[src/rtl/urv_dm_arbiter_if.sv]
// Bundle of the core requester, host requester and memory bus signals that
// meet at the data-memory arbiter. The slave modport is the arbiter's view;
// the master modport is the view of the surrounding requesters and memory.
interface urv_dm_arbiter_if;
  // core (exec-stage) port
  logic [31:0] c_addr_i;
  logic [31:0] c_data_s_i;
  logic [3:0]  c_select_i;
  logic        c_load_i;
  logic        c_store_i;
  logic        c_ready_o;
  logic        c_err_o;
  logic [31:0] c_data_l_o;
  // host/debug port
  logic [31:0] h_addr_i;
  logic [31:0] h_data_s_i;
  logic [3:0]  h_select_i;
  logic        h_load_i;
  logic        h_store_i;
  logic        h_ready_o;
  logic        h_err_o;
  logic [31:0] h_data_l_o;
  // memory bus
  logic [31:0] m_addr_o;
  logic [31:0] m_data_s_o;
  logic [3:0]  m_select_o;
  logic        m_load_o;
  logic        m_store_o;
  logic        m_ready_i;
  logic [31:0] m_data_l_i;

  modport slave (
    input  c_addr_i, c_data_s_i, c_select_i, c_load_i, c_store_i,
    output c_ready_o, c_err_o, c_data_l_o,
    input  h_addr_i, h_data_s_i, h_select_i, h_load_i, h_store_i,
    output h_ready_o, h_err_o, h_data_l_o,
    output m_addr_o, m_data_s_o, m_select_o, m_load_o, m_store_o,
    input  m_ready_i, m_data_l_i
  );

  modport master (
    output c_addr_i, c_data_s_i, c_select_i, c_load_i, c_store_i,
    input  c_ready_o, c_err_o, c_data_l_o,
    output h_addr_i, h_data_s_i, h_select_i, h_load_i, h_store_i,
    input  h_ready_o, h_err_o, h_data_l_o,
    input  m_addr_o, m_data_s_o, m_select_o, m_load_o, m_store_o,
    output m_ready_i, m_data_l_i
  );
endinterface

[src/rtl/urv_dm_arbiter.sv]
// Data-memory arbiter: serialises core and host load/store transactions onto
// one memory bus. Core has fixed priority, but the host is forced through
// after HOST_MAX_WAIT consecutive core wins. A transaction that the memory
// does not acknowledge within TIMEOUT busy cycles completes with an error.
module urv_dm_arbiter #(
  parameter int HOST_MAX_WAIT = 8,
  parameter int TIMEOUT       = 255
) (
  input  logic clk_i,
  input  logic rst_i,
  urv_dm_arbiter_if.slave bus
);

  localparam logic [2:0] S_IDLE   = 3'd0;
  localparam logic [2:0] S_BUSY_C = 3'd1;
  localparam logic [2:0] S_BUSY_H = 3'd2;
  localparam logic [2:0] S_RESP_C = 3'd3;
  localparam logic [2:0] S_RESP_H = 3'd4;

  localparam logic [7:0]  MAX_WAIT = 8'(HOST_MAX_WAIT);
  localparam logic [15:0] TMO_LAST = 16'(TIMEOUT - 1);

  logic [2:0]  state_q,    state_d;
  logic [7:0]  starve_q,   starve_d;
  logic [15:0] tmo_q,      tmo_d;
  logic [31:0] m_addr_q,   m_addr_d;
  logic [31:0] m_data_s_q, m_data_s_d;
  logic [3:0]  m_select_q, m_select_d;
  logic        m_load_q,   m_load_d;
  logic        m_store_q,  m_store_d;
  logic        c_err_q,    c_err_d;
  logic        h_err_q,    h_err_d;
  logic [31:0] c_data_l_q, c_data_l_d;
  logic [31:0] h_data_l_q, h_data_l_d;

  logic c_req;
  logic h_req;
  logic host_wins;

  assign c_req = bus.c_load_i | bus.c_store_i;
  assign h_req = bus.h_load_i | bus.h_store_i;
  // Host wins when it is alone, or when the core has starved it long enough.
  assign host_wins = h_req & (~c_req | (starve_q == MAX_WAIT));

  // Next-state, arbitration, bus latching and completion logic.
  always_comb begin
    state_d    = state_q;
    starve_d   = starve_q;
    tmo_d      = tmo_q;
    m_addr_d   = m_addr_q;
    m_data_s_d = m_data_s_q;
    m_select_d = m_select_q;
    m_load_d   = m_load_q;
    m_store_d  = m_store_q;
    c_err_d    = c_err_q;
    h_err_d    = h_err_q;
    c_data_l_d = c_data_l_q;
    h_data_l_d = h_data_l_q;

    case (state_q)
      S_IDLE: begin
        tmo_d = '0;
        if (host_wins) begin
          // A simultaneous store request overrides load.
          m_addr_d   = bus.h_addr_i;
          m_data_s_d = bus.h_data_s_i;
          m_select_d = bus.h_select_i;
          m_store_d  = bus.h_store_i;
          m_load_d   = bus.h_load_i & ~bus.h_store_i;
          starve_d   = '0;
          state_d    = S_BUSY_H;
        end else if (c_req) begin
          m_addr_d   = bus.c_addr_i;
          m_data_s_d = bus.c_data_s_i;
          m_select_d = bus.c_select_i;
          m_store_d  = bus.c_store_i;
          m_load_d   = bus.c_load_i & ~bus.c_store_i;
          if (h_req && (starve_q != MAX_WAIT)) begin
            starve_d = starve_q + 8'd1;
          end
          state_d = S_BUSY_C;
        end
      end

      S_BUSY_C, S_BUSY_H: begin
        tmo_d = tmo_q + 16'd1;
        // An acknowledge on the timeout cycle still counts as success.
        if (bus.m_ready_i) begin
          m_load_d  = 1'b0;
          m_store_d = 1'b0;
          if (state_q == S_BUSY_H) begin
            h_err_d = 1'b0;
            if (m_load_q) begin
              h_data_l_d = bus.m_data_l_i;
            end
            state_d = S_RESP_H;
          end else begin
            c_err_d = 1'b0;
            if (m_load_q) begin
              c_data_l_d = bus.m_data_l_i;
            end
            state_d = S_RESP_C;
          end
        end else if (tmo_q == TMO_LAST) begin
          m_load_d  = 1'b0;
          m_store_d = 1'b0;
          if (state_q == S_BUSY_H) begin
            h_err_d    = 1'b1;
            h_data_l_d = '0;
            state_d    = S_RESP_H;
          end else begin
            c_err_d    = 1'b1;
            c_data_l_d = '0;
            state_d    = S_RESP_C;
          end
        end
      end

      // Response cycle: ready pulses, requests are not looked at.
      S_RESP_C: begin
        tmo_d   = '0;
        c_err_d = 1'b0;
        state_d = S_IDLE;
      end

      S_RESP_H: begin
        tmo_d   = '0;
        h_err_d = 1'b0;
        state_d = S_IDLE;
      end

      default: begin
        m_load_d  = 1'b0;
        m_store_d = 1'b0;
        tmo_d     = '0;
        state_d   = S_IDLE;
      end
    endcase
  end

  // State and output registers with synchronous reset.
  always_ff @(posedge clk_i) begin
    if (rst_i) begin
      state_q    <= S_IDLE;
      starve_q   <= '0;
      tmo_q      <= '0;
      m_addr_q   <= '0;
      m_data_s_q <= '0;
      m_select_q <= '0;
      m_load_q   <= 1'b0;
      m_store_q  <= 1'b0;
      c_err_q    <= 1'b0;
      h_err_q    <= 1'b0;
      c_data_l_q <= '0;
      h_data_l_q <= '0;
    end else begin
      state_q    <= state_d;
      starve_q   <= starve_d;
      tmo_q      <= tmo_d;
      m_addr_q   <= m_addr_d;
      m_data_s_q <= m_data_s_d;
      m_select_q <= m_select_d;
      m_load_q   <= m_load_d;
      m_store_q  <= m_store_d;
      c_err_q    <= c_err_d;
      h_err_q    <= h_err_d;
      c_data_l_q <= c_data_l_d;
      h_data_l_q <= h_data_l_d;
    end
  end

  assign bus.m_addr_o   = m_addr_q;
  assign bus.m_data_s_o = m_data_s_q;
  assign bus.m_select_o = m_select_q;
  assign bus.m_load_o   = m_load_q;
  assign bus.m_store_o  = m_store_q;

  assign bus.c_ready_o  = (state_q == S_RESP_C);
  assign bus.h_ready_o  = (state_q == S_RESP_H);
  assign bus.c_err_o    = c_err_q;
  assign bus.h_err_o    = h_err_q;
  assign bus.c_data_l_o = c_data_l_q;
  assign bus.h_data_l_o = h_data_l_q;

endmodule
[src/flat_wrapper.sv]
// flat-port wrapper written by rule: the top's interface ports become plain ports
module urv_dm_arbiter_flat 
#(
  parameter int HOST_MAX_WAIT = 8,
  parameter int TIMEOUT       = 255
)
  (clk_i, rst_i, bus_c_addr_i, bus_c_data_s_i, bus_c_select_i, bus_c_load_i, bus_c_store_i, bus_c_ready_o, bus_c_err_o, bus_c_data_l_o, bus_h_addr_i, bus_h_data_s_i, bus_h_select_i, bus_h_load_i, bus_h_store_i, bus_h_ready_o, bus_h_err_o, bus_h_data_l_o, bus_m_addr_o, bus_m_data_s_o, bus_m_select_o, bus_m_load_o, bus_m_store_o, bus_m_ready_i, bus_m_data_l_i);
  urv_dm_arbiter_if bus_i ();
  input  logic clk_i;
  input  logic rst_i;
  input wire logic [$bits(bus_i.c_addr_i)-1:0] bus_c_addr_i;
  input wire logic [$bits(bus_i.c_data_s_i)-1:0] bus_c_data_s_i;
  input wire logic [$bits(bus_i.c_select_i)-1:0] bus_c_select_i;
  input wire logic [$bits(bus_i.c_load_i)-1:0] bus_c_load_i;
  input wire logic [$bits(bus_i.c_store_i)-1:0] bus_c_store_i;
  output wire logic [$bits(bus_i.c_ready_o)-1:0] bus_c_ready_o;
  output wire logic [$bits(bus_i.c_err_o)-1:0] bus_c_err_o;
  output wire logic [$bits(bus_i.c_data_l_o)-1:0] bus_c_data_l_o;
  input wire logic [$bits(bus_i.h_addr_i)-1:0] bus_h_addr_i;
  input wire logic [$bits(bus_i.h_data_s_i)-1:0] bus_h_data_s_i;
  input wire logic [$bits(bus_i.h_select_i)-1:0] bus_h_select_i;
  input wire logic [$bits(bus_i.h_load_i)-1:0] bus_h_load_i;
  input wire logic [$bits(bus_i.h_store_i)-1:0] bus_h_store_i;
  output wire logic [$bits(bus_i.h_ready_o)-1:0] bus_h_ready_o;
  output wire logic [$bits(bus_i.h_err_o)-1:0] bus_h_err_o;
  output wire logic [$bits(bus_i.h_data_l_o)-1:0] bus_h_data_l_o;
  output wire logic [$bits(bus_i.m_addr_o)-1:0] bus_m_addr_o;
  output wire logic [$bits(bus_i.m_data_s_o)-1:0] bus_m_data_s_o;
  output wire logic [$bits(bus_i.m_select_o)-1:0] bus_m_select_o;
  output wire logic [$bits(bus_i.m_load_o)-1:0] bus_m_load_o;
  output wire logic [$bits(bus_i.m_store_o)-1:0] bus_m_store_o;
  input wire logic [$bits(bus_i.m_ready_i)-1:0] bus_m_ready_i;
  input wire logic [$bits(bus_i.m_data_l_i)-1:0] bus_m_data_l_i;
  assign bus_i.c_addr_i = bus_c_addr_i;
  assign bus_i.c_data_s_i = bus_c_data_s_i;
  assign bus_i.c_select_i = bus_c_select_i;
  assign bus_i.c_load_i = bus_c_load_i;
  assign bus_i.c_store_i = bus_c_store_i;
  assign bus_c_ready_o = bus_i.c_ready_o;
  assign bus_c_err_o = bus_i.c_err_o;
  assign bus_c_data_l_o = bus_i.c_data_l_o;
  assign bus_i.h_addr_i = bus_h_addr_i;
  assign bus_i.h_data_s_i = bus_h_data_s_i;
  assign bus_i.h_select_i = bus_h_select_i;
  assign bus_i.h_load_i = bus_h_load_i;
  assign bus_i.h_store_i = bus_h_store_i;
  assign bus_h_ready_o = bus_i.h_ready_o;
  assign bus_h_err_o = bus_i.h_err_o;
  assign bus_h_data_l_o = bus_i.h_data_l_o;
  assign bus_m_addr_o = bus_i.m_addr_o;
  assign bus_m_data_s_o = bus_i.m_data_s_o;
  assign bus_m_select_o = bus_i.m_select_o;
  assign bus_m_load_o = bus_i.m_load_o;
  assign bus_m_store_o = bus_i.m_store_o;
  assign bus_i.m_ready_i = bus_m_ready_i;
  assign bus_i.m_data_l_i = bus_m_data_l_i;
  urv_dm_arbiter #(.HOST_MAX_WAIT(HOST_MAX_WAIT), .TIMEOUT(TIMEOUT)) u_core (.clk_i(clk_i), .rst_i(rst_i), .bus(bus_i));
endmodule
[config.mk]
export PLATFORM = sky130hd
export DESIGN_NAME = urv_dm_arbiter_flat
export DESIGN_NICKNAME = d
export VERILOG_FILES = /design/src/rtl/urv_dm_arbiter_if.sv /design/src/rtl/urv_dm_arbiter.sv /design/src/flat_wrapper.sv
export SDC_FILE = /design/constraint.sdc
export NUM_CORES = 1
export LEC_CHECK = 0
export BUFFER_PORTS_ARGS = -buffer_cell sky130_fd_sc_hd__buf_2
export CAP_MARGIN = 20
export CORE_ASPECT_RATIO = 0.7
export CORE_MARGIN = 3
export CORE_UTILIZATION = 45
export DETAILED_ROUTE_END_ITERATION = 6
export GPL_TIMING_DRIVEN = 0
export MAX_ROUTING_LAYER = met4
export PLACE_DENSITY = 0.82
export REMOVE_ABC_BUFFERS = 1
export SLEW_MARGIN = 30
export SYNTH_ARGS = -nofsm -noshare
export SYNTH_HDL_FRONTEND = slang
export SYNTH_SLANG_ARGS = --single-unit
[constraint.sdc]
create_clock -name clk_i -period 2.3 [get_ports clk_i]
set_input_delay 0.115 -clock clk_i [delete_from_list [all_inputs] [get_ports clk_i]]
set_output_delay 0.115 -clock clk_i [all_outputs]
set_load 0.005 [all_outputs]
==> impl_results.md, run 1 <==
- Status: finished with violations
- Violated checks: setup timing
- Synth area leader: dfxtp_1
- WHS: 10.9 ps
- Die Y: 116 um
- Fin. max-slew vios: 0
- Final hold vios: 0
- Critical Path Sink Type: flop
- GRT Overall Usage: 31.7%
- Design Power: 8.57 mW
- Routability cong.: 0.796
- Worst-path fanout max: 12
- Total number of vias: 9837
- Nets: 1540
- Largest net degree at the start of global routing: 79
- Port Buffers: 312
- Final setup vio count: 1
- Tmin final: 2320 ps
- Worst Setup Slack, final: -19.2 ps
- Hold Path Class: input pin to flop
- Cells after synthesis: 955
- Reg clk slew, reported paths: 70 ps
- Final wirelength: 32100 um
- Post-Layout Cell Count: 1601
- Design area: 12000 sq um
- TritonCTS clock tree: done
- Post-DP HPWL: 17400 um
- Clock Sink Count: 163
- CP arrival: 2650 ps
- FF+latch count, synth: 163
- Util after Layout: 72.2%
- CTS H-tree depth: 4
- Pleak: 4.82 nW
- Max VDD drop: 0.465 mV
- Cell variety after synth: 46
- Worst endpoint required time: 2640 ps
- Total die area: 19000 sq um
- Initial Util: 46.8%
- Place WS: -541 ps
- CORE AREA: 16600 sq um
- FFs w/ async S/R, synth: 0%
- Die Span X: 163 um
- Vias in the first global route: 9231
- Mux cell area share after synthesis: 0%
- Simple-Gate Fraction of Synth Area: 21.4%
- Post-Syn Area: 7790 sq um
- Top_reg_cell synth: dfxtp_1
- Register area share after synthesis: 41.9%
- DP Area: 9680 sq um
- Synth area leaders: dfxtp_1, nand3_1, o211ai_1
- Post-synth top area share: 41.9%
- Crit Path Class: flop to flop
- FMAX: 0.431 GHz
- # fillers: 1150
- Fin crit share: 101%
- Num ports: 313
- Ys Warns: 0
- Number of synthesized flops with an enable pin: 0
- Vias per inst: 6.14
- Area share of fa/ha/maj cells after synthesis: 0.642%
- Post-synthesis compound-gate area fraction: 27.8%
- CTS root buffer: clkbuf_16
- Overflow after GRT: 0
- Startpoint types: flop
- Clock Latency Late Sink: 430 ps
- Maximum clock insertion buffer count: 2
- Initial DRC Count: 1514
- Largest family of logic cells by synthesized area: compound AO/OA/AOI/OAI gates
- CTS Buf Count: 17
- Post-Synth XOR/XNOR Area: 1.69%
- Routed wire per std cell: 20.1 um
- Number of max-cap violations: 0
- Pwr dens: 714 nW/um^2
- Post-route ant nets: 0
- Slew HR: 38.2%
- Share of layout cells above drive strength 1: 30.7%
- Inst Count DP: 1402
- Worst slew pin tran: 927 ps
- Row cnt: 39
- Setup TNS: -19.2 ps
- Global-route wire length before repair: 47200 um
- Initial antenna violation count: 1
- Syn-to-layout area delta: 54.2%
- DRC errors left: 0
- Syn avg cell area: 8.16 sq um
- Max Clock Skew: 15.1 ps
- DRT Pass-1 Iters: 6
-- kinds of logic (layout without fill, tap and decap cells) --
group,Yosys count,after routing
adder cells (fa/ha/maj),4,4
buffers and inverters,120,539
other,0,2
flip-flops,163,163
XOR/XNOR,15,15
AND/OR/NAND/NOR,357,357
AO/OA/AOI/OAI,296,296
-- layout by cell type, fill, tap and decap left out, drive strengths merged, types with 6 or more instances in the layout --
cell type and count:
dlygate4sd3 152, nand3 139, inv 13, o21ai 74
clkbuf 22, dfxtp 163, nor2 93, nor4 7
nand2 74, a311oi 68, buf 342, and2 7
nand4 10, o211ai 65, nor3 6, a21oi 8
clkinv 6, a31oi 64, xor2 10
-- synth_stat cells, types with 5 or more instances --
cell      number
dfxtp_1      163
nand3_1      139
clkbuf_1      92
nor2_1        92
nand2_1       74
o21ai_0       73
o211ai_1      65
a31oi_1       64
a311oi_1      50
a311oi_2      18
buf_2         11
nand4_1       10
xor2_1        10
inv_1          9
a21oi_1        8
and2_1         7
buf_6          7
nor4_1         7
nor3_1         6
or3_1          5
xnor2_1        5
-- flip-flops by register name, summed over array words and instances, names as in the netlist --
register / cells
u_core.bus.c_data_l_o: 32
u_core.bus.c_err_o: 1
u_core.bus.h_data_l_o: 32
u_core.bus.h_err_o: 1
u_core.bus.m_addr_o: 32
u_core.bus.m_data_s_o: 32
u_core.bus.m_load_o: 1
u_core.bus.m_select_o: 4
u_core.bus.m_store_o: 1
u_core.starve_q: 8
u_core.state_q: 3
u_core.tmo_q: 16
-- worst paths after layout --
kind,slack (ps),depth (start not counted),start,to
max reg2reg,-20,9,u_core.starve_q[0]$_SDFFE_PP0P_,u_core.bus.m_addr_o[23]$_SDFFE_PP0P_
max,-20,9,u_core.starve_q[0]$_SDFFE_PP0P_,u_core.bus.m_addr_o[23]$_SDFFE_PP0P_
min,10,3,bus_c_addr_i[28],u_core.bus.m_addr_o[28]$_SDFFE_PP0P_
min reg2reg,460,1,u_core.tmo_q[0]$_SDFF_PP0_,u_core.tmo_q[0]$_SDFF_PP0_
-- power by group --
group	switching, mW	total (mW)	internal [mW]	leakage, nW
Clock	1.26	2.90	1.64	0.287
Sequential	0.228	3.38	3.15	1.34
Combinational	1.24	2.29	1.06	3.20
-- what timing repair did --
action,CTS,global route
setup endpoints to repair,59,64
endpoints found under the hold margin,129,1
hold buffers,151,1
setup buffers,4,5
resized for setup,3,14
gates cloned,0,4
pin swaps,3,13
-- area by class of cell --
| type | count | area [sq um] | area share, % |
|---|---|---|---|
| antenna | 2 | 5.00 | 0.0417 |
| inverter | 9 | 33.8 | 0.281 |
| clock buffer | 18 | 439 | 3.66 |
| timing repair buffer | 498 | 3720 | 31.0 |
| multi-input combinational | 672 | 4110 | 34.2 |
| tap | 225 | 282 | 2.34 |
| clock inverter | 14 | 151 | 1.26 |
| sequential | 163 | 3270 | 27.2 |
-- metal layers --
layer	track usage [%]	wire, um
met1	37.7	12300
met2	50.1	15100
met3	8.40	3180
met4	16.0	1510
met5	-	0
-- worst max-delay path: stages, from the launching register on --
cell and delay (ps):
dfxtp_2 340, inv_1 70, ha_1 140, or4b_4 520, o22ai_4 250, buf_12 170, buf_16 150, clkbuf_16 160
nand3_1 150, a311oi_2 280
Note: power is estimated with default switching activity, not from simulation.
==> run 2: changes to the inputs <==
--- a/config.mk
+++ b/config.mk
@@ -13,7 +13,7 @@
 export DETAILED_ROUTE_END_ITERATION = 6
 export GPL_TIMING_DRIVEN = 0
 export MAX_ROUTING_LAYER = met4
-export PLACE_DENSITY = 0.82
+export PLACE_DENSITY_LB_ADDON = 0.1
 export REMOVE_ABC_BUFFERS = 1
 export SLEW_MARGIN = 30
 export SYNTH_ARGS = -nofsm -noshare
==> run 2 against run 1 <==
The run now ends clean; critical path depth is the same; final cell count grew 0.12%; fmax grew 6.0%; critical endpoint unchanged; global-route usage shrank 1.9 points; clock power grew 15%; hold slack lost 0.90 ps; largest cell class unchanged; register-to-register slack gained 130 ps; highest routed layer unchanged; worst setup slack gained 130 ps; sequential share of layout area shrank 0.18 points.
==> impl_results.md, run 2 (same netlist as run 1, synthesis figures left out) <==
- Status: complete, no violations
- Post-DP HPWL: 16900 um
- Tmin final: 2190 ps
- DRT Pass-1 Iters: 5
- Routability cong.: 0.805
- FF+latch area: 3260 sq um
- Fin. max-slew vios: 0
- CORE AREA: 16600 sq um
- Clock Sink Count: 163
- Initial Util: 46.8%
- CP Cell Sequence: inv_1, ha_1, or4b_4, o22ai_4, buf_12, buf_16, buf_16, nand3_1, a311oi_2
- Maximum clock insertion buffer count: 2
- Commonest non-fill, non-tap cells in the layout: buf_2, dfxtp_1, dlygate4sd3_1
- Initial DRC Count: 989
- Die Y: 116 um
- Final setup vio count: 0
- Hold Path Origin: bus_h_addr_i[28]
- Worst endpoint required time: 2640 ps
- Pwr dens: 736 nW/um^2
- CTS Buf Count: 17
- Place WS: -381 ps
- Max Clock Skew: 13.5 ps
- Clock Latency Late Sink: 430 ps
- Worst Setup Slack, final: 112 ps
- CP arrival: 2530 ps
- # fillers: 1241
- Share of layout cells above drive strength 1: 29.7%
- Initial antenna violation count: 0
- Total number of vias: 9206
- Hold Path Class: input pin to flop
- Port Buffers: 312
- CTS H-tree depth: 4
- Commonest non-fill, non-tap cell in the layout: buf_2
- Worst slew pin tran: 787 ps
- Nets: 1542
- GRT Overall Usage: 29.9%
- Row cnt: 39
- Critical Path Sink Type: flop
- Worst-path fanout max: 22
- Vias per inst: 5.74
- Global-route wire length before repair: 45000 um
- Reg-to-Reg End: u_core.bus.m_addr_o[23]$_SDFFE_PP0P_
- Largest net degree at the start of global routing: 81
- Most used cell, CP: buf_16
- Max VDD drop: 0.400 mV
- Startpoint types: flop
- Pleak: 4.85 nW
- Worst Hold End: u_core.bus.m_addr_o[28]$_SDFFE_PP0P_
- Reg clk slew, reported paths: 60 ps
- Vias in the first global route: 8790
- Worst hold path depth: 3
- Worst Reg-to-Reg Cells: 9
- Reg2reg start: u_core.starve_q[0]$_SDFFE_PP0P_
- Slew HR: 47.3%
- Multi-input logic area: 4090 sq um
- TritonCTS clock tree: done
- Total die area: 19000 sq um
- Die Span X: 163 um
- Final hold vios: 0
- Post-route ant nets: 0
- CP peak stage delay: 500 ps
- Num ports: 313
- Crit Path Class: flop to flop
- Overflow after GRT: 0
- CTS root buffer: clkbuf_16
- Setup TNS: 0 ps
- Final wirelength: 28800 um
- Fin crit share: 95.1%
- Syn-to-layout area delta: 55.0%
- WHS: 9.97 ps
- Number of max-cap violations: 0
- DRC errors left: 0
- Slowest CP cell: or4b_4
- FMAX: 0.457 GHz
- Routed wire per std cell: 18.0 um
- R2r setup slk: 110 ps
==> run 2: cell type report <==
cell class / instances / area share, %
diodes: 2 / 0.0415
clock buffers: 19 / 3.59
clock inverters: 13 / 2.12
inverters: 9 / 0.280
multi-input cells: 672 / 33.9
flip-flops and latches: 163 / 27.0
well taps: 225 / 2.33
repair buffers: 500 / 30.8
==> run 2: routing by layer <==
layer	share of wire [%]	vias to the layer above	wire, um	track usage, %
li1	-	4409	-	-
met1	42	4307	12000	36.9
met2	49	409	14100	47.5
met3	6.3	81	1810	6.50
met4	3.1	0	897	13.0
met5	0	-	0	-
==> run 2: critical path: cells and delay by family (launching register included) <==
kind | cells | cell delay [ps]
fa+ha+maj | 1 | 130
simple gates | 2 | 600
compound gates | 2 | 470
flops | 1 | 340
buf+inv | 4 | 540
==> run 2: stage by stage <==
stage	area, sq um	util (%)	power (mW)	cells
after floorplan	7310	-	4.27	844
after global placement	9150	55.0	5.08	1381
after detailed placement	9710	58.4	5.29	1404
after CTS	12000	72.1	8.83	1595
after global routing	12100	72.5	9.25	1601
final	12100	72.5	8.88	1603
==> run 2: worst max path at each step <==
| stage | startpoint | end | cells after the start |
|---|---|---|---|
| 3_5_place_dp | u_core.starve_q[0]$_SDFFE_PP0P_ | u_core.bus.m_data_s_o[16]$_SDFFE_PP0P_ | 9 |
| 6_report | u_core.starve_q[0]$_SDFFE_PP0P_ | u_core.bus.m_addr_o[23]$_SDFFE_PP0P_ | 9 |
| 4_1_cts | u_core.starve_q[0]$_SDFFE_PP0P_ | u_core.bus.m_data_s_o[16]$_SDFFE_PP0P_ | 9 |
| 3_3_place_gp | bus_m_ready_i | u_core.bus.c_data_l_o[7]$_SDFFE_PP0P_ | 5 |
| 5_1_grt | u_core.starve_q[0]$_SDFFE_PP0P_ | u_core.bus.m_addr_o[23]$_SDFFE_PP0P_ | 9 |
| 2_1_floorplan | u_core.tmo_q[2]$_SDFF_PP0_ | u_core.state_q[1]$_SDFFE_PP0P_ | 4 |
==> run 2: what timing repair did <==
action	in CTS	in global routing
gates cloned	0	0
pin swaps	2	6
hold endpoints to repair	129	0
resized for setup	1	5
hold buffers	157	0
setup buffers	2	6
setup endpoints to repair	52	52
==> run 2: power breakdown <==
part	switching, mW	internal, mW
clock	1.18	2.15
sequential	0.214	3.15
combinational	1.15	1.03
==> run 3: changes to the inputs <==
--- a/config.mk
+++ b/config.mk
@@ -5,6 +5,7 @@
 export SDC_FILE = /design/constraint.sdc
 export NUM_CORES = 1
 export LEC_CHECK = 0
+export ABC_AREA = 1
 export BUFFER_PORTS_ARGS = -buffer_cell sky130_fd_sc_hd__buf_2
 export CAP_MARGIN = 20
 export CORE_ASPECT_RATIO = 0.7
==> run 3 against run 2 <==
Power up 29%; non-clock buffer count shrank 110; synthesized area increased by 5.9%; first-iteration DRC count decreased by 29%; cell area fell by 5.2%; die area grew 5.6%; synthesized cell count rose by 40%.
==> impl_results.md, run 3 <==
- CP peak stage delay: 410 ps
- Design area: 11400 sq um
- GRT Overall Usage: 25.5%
- Synth area leader: dfxtp_1
- Routability cong.: 0.816
- WL met2: 12100 um
- RSZ-0062 raised after global routing: no
- CORE AREA: 17600 sq um
- Sw power: 4.28 mW
- Slew HR: 49.6%
- FMAX: 0.462 GHz
- Die Span X: 168 um
- Num ports: 313
- Row cnt: 40
- Syn avg cell area: 6.16 sq um
- Most used cell, CP: buf_16
- Post-DP HPWL: 16500 um
- Clk pwr share: 26.6%
- Clock Sink Count: 163
- Cell variety after synth: 30
- Vias per inst: 4.74
- Commonest non-fill, non-tap cell in the layout: nand2_1
- Ys Warns: 0
- Post-Syn Area: 8250 sq um
- Pwr dens: 1000 nW/um^2
- Global-route wire length before repair: 41100 um
- Worst-path fanout max: 29
- Port Buffers: 312
- Routed wire per std cell: 13.5 um
- Synth area leaders: dfxtp_1, nand2_1, nor2_1
- Top cells by count, synth: nand2_1, nor2_1, inv_1, dfxtp_1, nand3_1
- Setup TNS: 0 ps
- Maximum clock insertion buffer count: 2
- Final hold vios: 0
- Initial DRC Count: 701
- Register area share after synthesis: 39.6%
- Net Sw Frac: 37.3%
- Design Power: 11.5 mW
- Commonest non-fill, non-tap cells in the layout: nand2_1, buf_2, nor2_1
- FF+latch count, synth: 163
- DRC errors left: 0
- Tmin final: 2160 ps
- Logic pwr share: 39.7%
- Pleak: 6.44 nW
- Initial Util: 47.0%
- Post-synth top area share: 39.6%
- Initial antenna violation count: 0
- DP Area: 10000 sq um
- Top_reg_cell synth: dfxtp_1
- Cells after synthesis: 1338
- Share of layout cells above drive strength 1: 23.8%
- Fin crit share: 94.1%
- CTS H-tree depth: 4
- Largest net degree at the start of global routing: 71
- TritonCTS clock tree: done
- Status: complete, no violations
- Slowest CP cell: nor2_4
- Number of max-cap violations: 0
- Crit Path Class: flop to flop
- Count leader, synth: nand2_1
- Nets: 1857
- Final setup vio count: 0
- Overflow after GRT: 0
- Critical Path Sink Type: flop
- CP Cell Sequence: nor2_4, nand2_2, nor2_4, buf_16, buf_16, buf_16, nand3_1, nand2_1, inv_1
- Worst endpoint required time: 2620 ps
- Vias in the first global route: 8405
- CP arrival: 2490 ps
- WL met3: 1900 um
- Final wirelength: 25900 um
- WHS: 6.03 ps
- Max Clock Skew: 14.2 ps
- CTS root buffer: clkbuf_16
- Fin. max-slew vios: 0
- Max VDD drop: 0.451 mV
- Total die area: 20000 sq um
- Post-route ant nets: 0
- Worst slew pin tran: 756 ps
- FFs w/ async S/R, synth: 0%
- Die Y: 119 um
- Hold Path Class: input pin to flop
- Startpoint types: flop
- Reg clk slew, reported paths: 70 ps
- Internal power: 7.19 mW
- DRT Pass-1 Iters: 7
- DR top layer: met4
- Total number of vias: 9108
- Wire length on met1: 11100 um
- Number of synthesized flops with an enable pin: 0
- Syn-to-layout area delta: 38.7%
- CTS Buf Count: 17
- Number of diodes: 0
- Clock Latency Late Sink: 430 ps
- Sequential power share: 33.6%
-- run 3: cell count changes in the layout (fill, tap and decap cells not counted), moves of 37 or more --
cell and change:
dlygate4sd3_1 -96, a31oi_1 -64, a311oi_1 -46, nand2_1 +283, o211ai_1 -64, inv_1 +193
nor2_1 +180, o21ai_0 -69, nand4_1 +37
-- run 3: metrics by stage --
step                worst slack, ps  utilization (%)  instances
global placement              -3830             55.5       1805
global route                   2.07             65.1       1921
CTS                            8.05             64.5       1914
floorplan                     -1760                -       1262
finish                          136             65.1       1921
detailed placement             -334             57.0       1814
-- run 3: kinds of logic after synthesis --
group,share of synthesized area (%)
simple gates,43.5
buf+inv,14.2
flops,39.6
compound gates,1.70
xor+xnor,0.425
fa+ha+maj,0.607
-- run 3: final timing paths --
check,start,to,slack (ps),cells past startpoint
max,u_core.state_q[2]$_SDFFE_PP0P_,u_core.bus.m_addr_o[3]$_SDFFE_PP0P_,140,9
min,bus_c_addr_i[16],u_core.bus.m_addr_o[16]$_SDFFE_PP0P_,6,5
max reg2reg,u_core.state_q[2]$_SDFFE_PP0P_,u_core.bus.m_addr_o[3]$_SDFFE_PP0P_,140,9
min reg2reg,u_core.bus.h_err_o$_SDFFE_PP0P_,u_core.bus.h_err_o$_SDFFE_PP0P_,470,2
-- run 3: layer usage --
layer	global-route usage, %	vias to the layer above
met5	-	-
met4	9.61	0
met3	6.10	57
met2	41.4	314
met1	31.0	4005
li1	-	4732
-- run 3: cell type report --
cell class,count,area [sq um]
clock buffer,20,457
clock inverter,11,178
fill,1586,6120
inverter,221,835
multi-input combinational,885,3940
sequential,163,3260
tap,231,289
timing repair buffer,390,2480
-- run 3: repair_timing --
action	in CTS	in global routing
pin swaps	5	3
setup endpoints to repair	33	96
gates resized for setup	2	4
hold buffers	61	0
endpoints found under the hold margin	58	0
setup buffers	4	4
cloned	4	3
-- run 3: worst max-delay path, delay by kind of cell, from the launching register on --
family | cells | cell delay (ps)
buf+inv | 4 | 650
flops | 1 | 360
simple gates | 5 | 1030
-- run 3: power groups by stage --
| stage | registers, mW | logic, mW | clock network (mW) |
|---|---|---|---|
| floorplan | 3.97 | 2.37 | 0 |
| global route | 3.94 | 5.11 | 3.24 |
| global placement | 3.88 | 3.98 | 0 |
| detailed placement | 3.90 | 4.24 | 0 |
| CTS | 3.85 | 4.47 | 3.11 |
| finish | 3.86 | 4.56 | 3.06 |
